### config.mk
export PLATFORM = sky130hd
export DESIGN_NAME = spi_frame_slave
export DESIGN_NICKNAME = d
export VERILOG_FILES = /design/src/rtl/spi_frame_slave.sv
export SDC_FILE = /design/constraint.sdc
export NUM_CORES = 1
export LEC_CHECK = 0
export ABC_CLOCK_PERIOD_IN_PS = 5600
export CAP_MARGIN = 30
export CELL_PAD_IN_SITES_DETAIL_PLACEMENT = 1
export CELL_PAD_IN_SITES_GLOBAL_PLACEMENT = 2
export CORE_ASPECT_RATIO = 1.2
export CORE_MARGIN = 2
export CORE_UTILIZATION = 35
export CTS_BUF_LIST = sky130_fd_sc_hd__clkbuf_4
export CTS_CLUSTER_DIAMETER = 60
export DETAILED_ROUTE_END_ITERATION = 6
export GPL_TIMING_DRIVEN = 0
export PLACE_DENSITY = 0.93
export SLEW_MARGIN = 20
export SYNTH_ARGS = -nofsm -noshare
export SYNTH_HDL_FRONTEND = slang
export SYNTH_SLANG_ARGS = --single-unit
### constraint.sdc
create_clock -name clk -period 5.6 [get_ports clk]
set_clock_uncertainty 0.05 [all_clocks]
set_input_delay 0.56 -clock clk [delete_from_list [all_inputs] [get_ports clk]]
set_output_delay 0.56 -clock clk [all_outputs]
set_load 0.02 [all_outputs]
### src/rtl/spi_frame_slave.sv
// spi_frame_slave: SPI slave exchanging fixed BUFFER_SIZE-bit frames (clk/rst/SPI_* in, SPI_MISO/rx_data/pkg_ok/frame_err/err_count/timeout out); SPI_FRAME_TIMEOUT_EN adds an rx_data watchdog
module spi_frame_slave #(
  parameter int          BUFFER_SIZE = 96,
  parameter logic [31:0] MSGID       = 32'h74697277,
  parameter bit          CPOL        = 1'b0,
  parameter bit          CPHA        = 1'b0,
  parameter logic [31:0] TIMEOUT     = 32'd5000000
) (
  input  logic                   clk,
  input  logic                   rst,
  input  logic                   SPI_SCK,
  input  logic                   SPI_SSEL,
  input  logic                   SPI_MOSI,
  output logic                   SPI_MISO,
  input  logic [BUFFER_SIZE-1:0] tx_data,
  output logic [BUFFER_SIZE-1:0] rx_data,
  output logic                   pkg_ok,
  output logic                   frame_err,
  output logic [7:0]             err_count,
  output logic                   timeout
);
  localparam int CW = $clog2(BUFFER_SIZE + 2);
  typedef enum logic [1:0] {IDLE, ACTIVE, CHECK} state_t;
  state_t state, state_nx;
  logic [2:0] sck_s, ssel_s, mosi_s, fill;
  logic armed;
  logic [BUFFER_SIZE-1:0] rx_sr, tx_sr;
  logic [CW-1:0] cnt;
  logic sck_rise, sck_fall, lead, trail, sample, shift, ssel_fall, ssel_rise, start, valid, ok_set, err_set;
  assign sck_rise  = sck_s[1] & ~sck_s[2];
  assign sck_fall  = ~sck_s[1] & sck_s[2];
  assign ssel_rise = ssel_s[1] & ~ssel_s[2];
  assign ssel_fall = ~ssel_s[1] & ssel_s[2];
  assign lead      = CPOL ? sck_fall : sck_rise;
  assign trail     = CPOL ? sck_rise : sck_fall;
  assign sample    = (state == ACTIVE) & (CPHA ? trail : lead);
  assign shift     = (state == ACTIVE) & (CPHA ? lead & (cnt != '0) : trail);
  assign start     = (state == IDLE) & ssel_fall & armed;
  assign valid     = (cnt == CW'(BUFFER_SIZE)) && (rx_sr[BUFFER_SIZE-1 -: 32] == MSGID);
  assign ok_set    = (state == CHECK) & valid;
  assign err_set   = (state == CHECK) & ~valid;
  always_comb begin
    state_nx = IDLE;
    SPI_MISO = 1'b0;
    state_nx = (state == IDLE) ? (start ? ACTIVE : IDLE) :
               (state == ACTIVE) ? (ssel_rise ? CHECK : ACTIVE) : IDLE;
    SPI_MISO = (state == ACTIVE) & tx_sr[BUFFER_SIZE-1];
  end
  always_ff @(posedge clk) begin
    if (rst) begin
      sck_s     <= {3{CPOL}};
      ssel_s    <= 3'b111;
      mosi_s    <= 3'b000;
      fill      <= 3'b000;
      armed     <= 1'b0;
      state     <= IDLE;
      cnt       <= '0;
      rx_sr     <= '0;
      tx_sr     <= '0;
      pkg_ok    <= 1'b0;
      frame_err <= 1'b0;
      err_count <= 8'd0;
    end else begin
      sck_s     <= {sck_s[1:0], SPI_SCK};
      ssel_s    <= {ssel_s[1:0], SPI_SSEL};
      mosi_s    <= {mosi_s[1:0], SPI_MOSI};
      fill      <= {fill[1:0], 1'b1};
      armed     <= armed | (fill[2] & ssel_s[2]);
      state     <= state_nx;
      pkg_ok    <= ok_set;
      frame_err <= err_set;
      if (start) begin
        tx_sr <= tx_data;
        cnt   <= '0;
      end else if (shift)
        tx_sr <= {tx_sr[BUFFER_SIZE-2:0], 1'b0};
      if (sample) begin
        rx_sr <= {rx_sr[BUFFER_SIZE-2:0], mosi_s[2]};
        cnt   <= (cnt == CW'(BUFFER_SIZE + 1)) ? cnt : cnt + 1'b1;
      end
      if (err_set && err_count != 8'hFF)
        err_count <= err_count + 8'd1;
    end
  end
`ifdef SPI_FRAME_TIMEOUT_EN
  logic [31:0] wd;
  always_ff @(posedge clk) begin
    if (rst) begin
      wd      <= 32'd0;
      timeout <= 1'b0;
      rx_data <= '0;
    end else if (ok_set) begin
      wd      <= 32'd0;
      timeout <= 1'b0;
      rx_data <= rx_sr;
    end else if (wd == TIMEOUT) begin
      timeout <= 1'b1;
      rx_data <= '0;
    end else
      wd <= wd + 32'd1;
  end
`else
  assign timeout = 1'b0;
  always_ff @(posedge clk) begin
    if (rst)
      rx_data <= '0;
    else if (ok_set)
      rx_data <= rx_sr;
  end
`endif
endmodule

==> results.sh <==
export IMPL_max_freq_mhz=354
export IMPL_final_max_slew_viol_count=0
export IMPL_initial_core_util=0.353
export IMPL_cts_root_buf="clkbuf_4"
export IMPL_synth_simple_area_share=0.193
export IMPL_seq_area_frac_synth=0.536
export IMPL_synth_xor_area_frac=0.00220
export IMPL_maxSlewHeadroom=0.471
export IMPL_power_density_nw_per_um2=276
export IMPL_numCtsBuffers=81
export IMPL_synth_edff_count=0
export IMPL_yosys_area_share_adder=0.00418
export IMPL_io_buffers=207
export IMPL_synthTopCellsByArea="dfxtp_1 (54%), nand2_1 (10%), mux2i_1 (7.9%)"
export IMPL_grt_use_met3=0.0644
export IMPL_grt_pass1_wl_mm=52.8
export IMPL_rsz0062_at_grt="false"
export IMPL_cts_clk_slew_worst_paths_ps=70
export IMPL_htreeDepth=3
export IMPL_die_w_um=173
export IMPL_final_min_clock_period_ps=2830
export IMPL_place_area_um2=14600
export IMPL_cts_sinks=320
export IMPL_worstMarginPinSlew_ps=793
export IMPL_synth_ff_type="dfxtp_1"
export IMPL_viasPerCell=4.78
export IMPL_die_h_um=206
export IMPL_setup_viol=0
export IMPL_n_fill_cell=4090
export IMPL_place_gp_congestion=0.790
export IMPL_drc=0
export IMPL_synthesis_instances=1363
export IMPL_cts_resized=0
export IMPL_drive_above_1_share=0.0914
export IMPL_finalCritPeriodShare=0.505
export IMPL_grt_usage=0.180
export IMPL_crit_required_ps=4990
export IMPL_first_pass_iters=5
export IMPL_status="complete, no violations"
export IMPL_nets=1759
export IMPL_core_area_um2=33900
export IMPL_io_pins=209
export IMPL_routed_wirelength_mm=31.8
export IMPL_grt_busiest_layer="met2"
export IMPL_gr_total_overflow=0
export IMPL_grt_pass1_vias=10874
export IMPL_cp_max_fo=8
export IMPL_multi_input_area_um2=5020
export IMPL_yosysTopAreaCellShare=0.536
export IMPL_hold_viol=0
export IMPL_synthesis_area_um2=12000
export IMPL_yosys_cell_count_top_type="nand2_1"
export IMPL_post_cts_setup_buffers=0
export IMPL_fin_tns_setup_ps=0
export IMPL_async_flop_share=0
export IMPL_grt_max_degree=11
export IMPL_p_leak_nw=5.18
export IMPL_ant_nets=0
export IMPL_num_vias=10310
export IMPL_ff_latch_area_um2=6410
export IMPL_crit_type="reg -> out"
export IMPL_peakVddDrop_mv=0.143
export IMPL_use_met2=0.319
export IMPL_hold_path_class="in -> reg"
export IMPL_area_growth_pct=29.8
export IMPL_dieArea_um2=35700
export IMPL_worst_setup_path_start_kind="flip-flop"
export IMPL_hpwl_mm=23.0
export IMPL_whs_ps=368
export IMPL_synth_fp_nets=1468
export IMPL_postSynthAreaPerCell_um2=8.77
export IMPL_critPathCaptureType="primary output"
export IMPL_synth_cell_types=43
export IMPL_wl_per_cell_um=14.8
export IMPL_tritoncts="yes"
export IMPL_globalRouteMet1Util=0.201
export IMPL_cap_violations=0
export IMPL_cp_arrival_ps=2220
export IMPL_yosys_area_top_type="dfxtp_1"
export IMPL_synth_top_family_by_area="simple AND/OR/NAND/NOR gates"
export IMPL_drtIter0Drc=330
export IMPL_final_cell_count_no_fill=2155
export IMPL_synth_compound_area_frac=0.136
export IMPL_ys_ff_latch=320
export IMPL_clk_latency_ps=700
export IMPL_ys_warn_count=0
export IMPL_fin_area_um2=15500
export IMPL_synth_top_cells_by_count="nand2_1 (332), dfxtp_1 (320), a21oi_1 (170), nor2_1 (141), a211oi_1 (95)"
export IMPL_clock_path_buffers=3
export IMPL_hold_buffers=0
export IMPL_place_inst=2027
export IMPL_grt_antenna_before_repair=1
export IMPL_synth_mux_area_frac=0.0843
export IMPL_rows=74
[layout by cell type (no fill, tap or decap), types with 7 or more instances in the layout]
| cell type | Yosys | final |
|---|---|---|
| dfxtp_1 | 320 | 320 |
| buf_4 | 8 | 8 |
| nor2b_1 | 12 | 12 |
| clkbuf_1 | 80 | 80 |
| nand2_1 | 332 | 332 |
| clkdlybuf4s50_1 | 0 | 207 |
| a21oi_1 | 170 | 170 |
| mux2i_1 | 94 | 94 |
| and3_1 | 17 | 17 |
| buf_2 | 12 | 13 |
| buf_6 | 7 | 7 |
| nor3_1 | 7 | 7 |
| a211oi_1 | 95 | 95 |
| clkbuf_4 | 0 | 109 |
| nor2_1 | 141 | 141 |
| clkinv_1 | 0 | 10 |
[layout make-up]
type | count | area share
clock buffers | 109 | 0.0527
plain buffers | 111 | 0.0331
diodes | 3 | 0.000484
inverters | 5 | 0.00121
flip-flops and latches | 320 | 0.413
multi-input cells | 927 | 0.323
well taps | 456 | 0.0368
repair buffers | 208 | 0.134
clock inverters | 16 | 0.00588
[where the power goes]
group | switching, mW | internal (mW)
registers | 0.00585 | 2.29
logic | 0.0679 | 0.0790
clock network | 0.906 | 0.936
[critical path, cell delays in order (launching register included)]
cell and delay (ps):
dfxtp_1 320, clkbuf_1 290, inv_1 140, and3_1 210, clkdlybuf4s50_1 570
[per-stage QoR]
stage / worst slack (ps) / utilization / power (mW)
final: 2770 / 0.458 / 4.28
after global routing: 2550 / 0.458 / 4.50
after CTS: 2690 / 0.458 / 4.36
after detailed placement: 2460 / 0.431 / 2.49
after global placement: 2510 / 0.431 / 2.49
after floorplan: 3510 / - / 2.40
[registers in the layout, indices dropped and copies added, names as in the netlist]
register   count
err_count      8
tx_sr         96
mosi_s         3
rx_data       96
fill           3
sck_s          3
pkg_ok         1
frame_err      1
ssel_s         3
cnt            7
rx_sr         96
state          2
armed          1
[worst paths after layout]
check | start | end | slack (ps) | depth (start not counted)
min | SPI_MOSI | mosi_s[0]$_SDFF_PP0_ | 370 | 2
min reg2reg | fill[0]$_DFF_P_ | fill[1]$_SDFF_PP0_ | 380 | 1
max | state[1]$_SDFF_PP0_ | SPI_MISO | 2770 | 4
max reg2reg | cnt[0]$_SDFFE_PP0P_ | rx_data[48]$_SDFFE_PP0P_ | 2830 | 9
[metal layers]
layer | wire [µm] | vias up
li1 | - | 5200
met1 | 13400 | 4805
met2 | 15400 | 244
met3 | 2430 | 61
met4 | 569 | 0
met5 | 0 | -
[cells by family (layout without fill, tap and decap cells)]
family / after synthesis / after routing
fa+ha+maj: 4 / 4
buf+inv: 116 / 449
mux: 99 / 99
simple gates: 547 / 547
compound gates: 273 / 273
flops: 320 / 320
other cells: 1 / 4
xor+xnor: 3 / 3
Note: power is estimated with default switching activity, not from simulation.
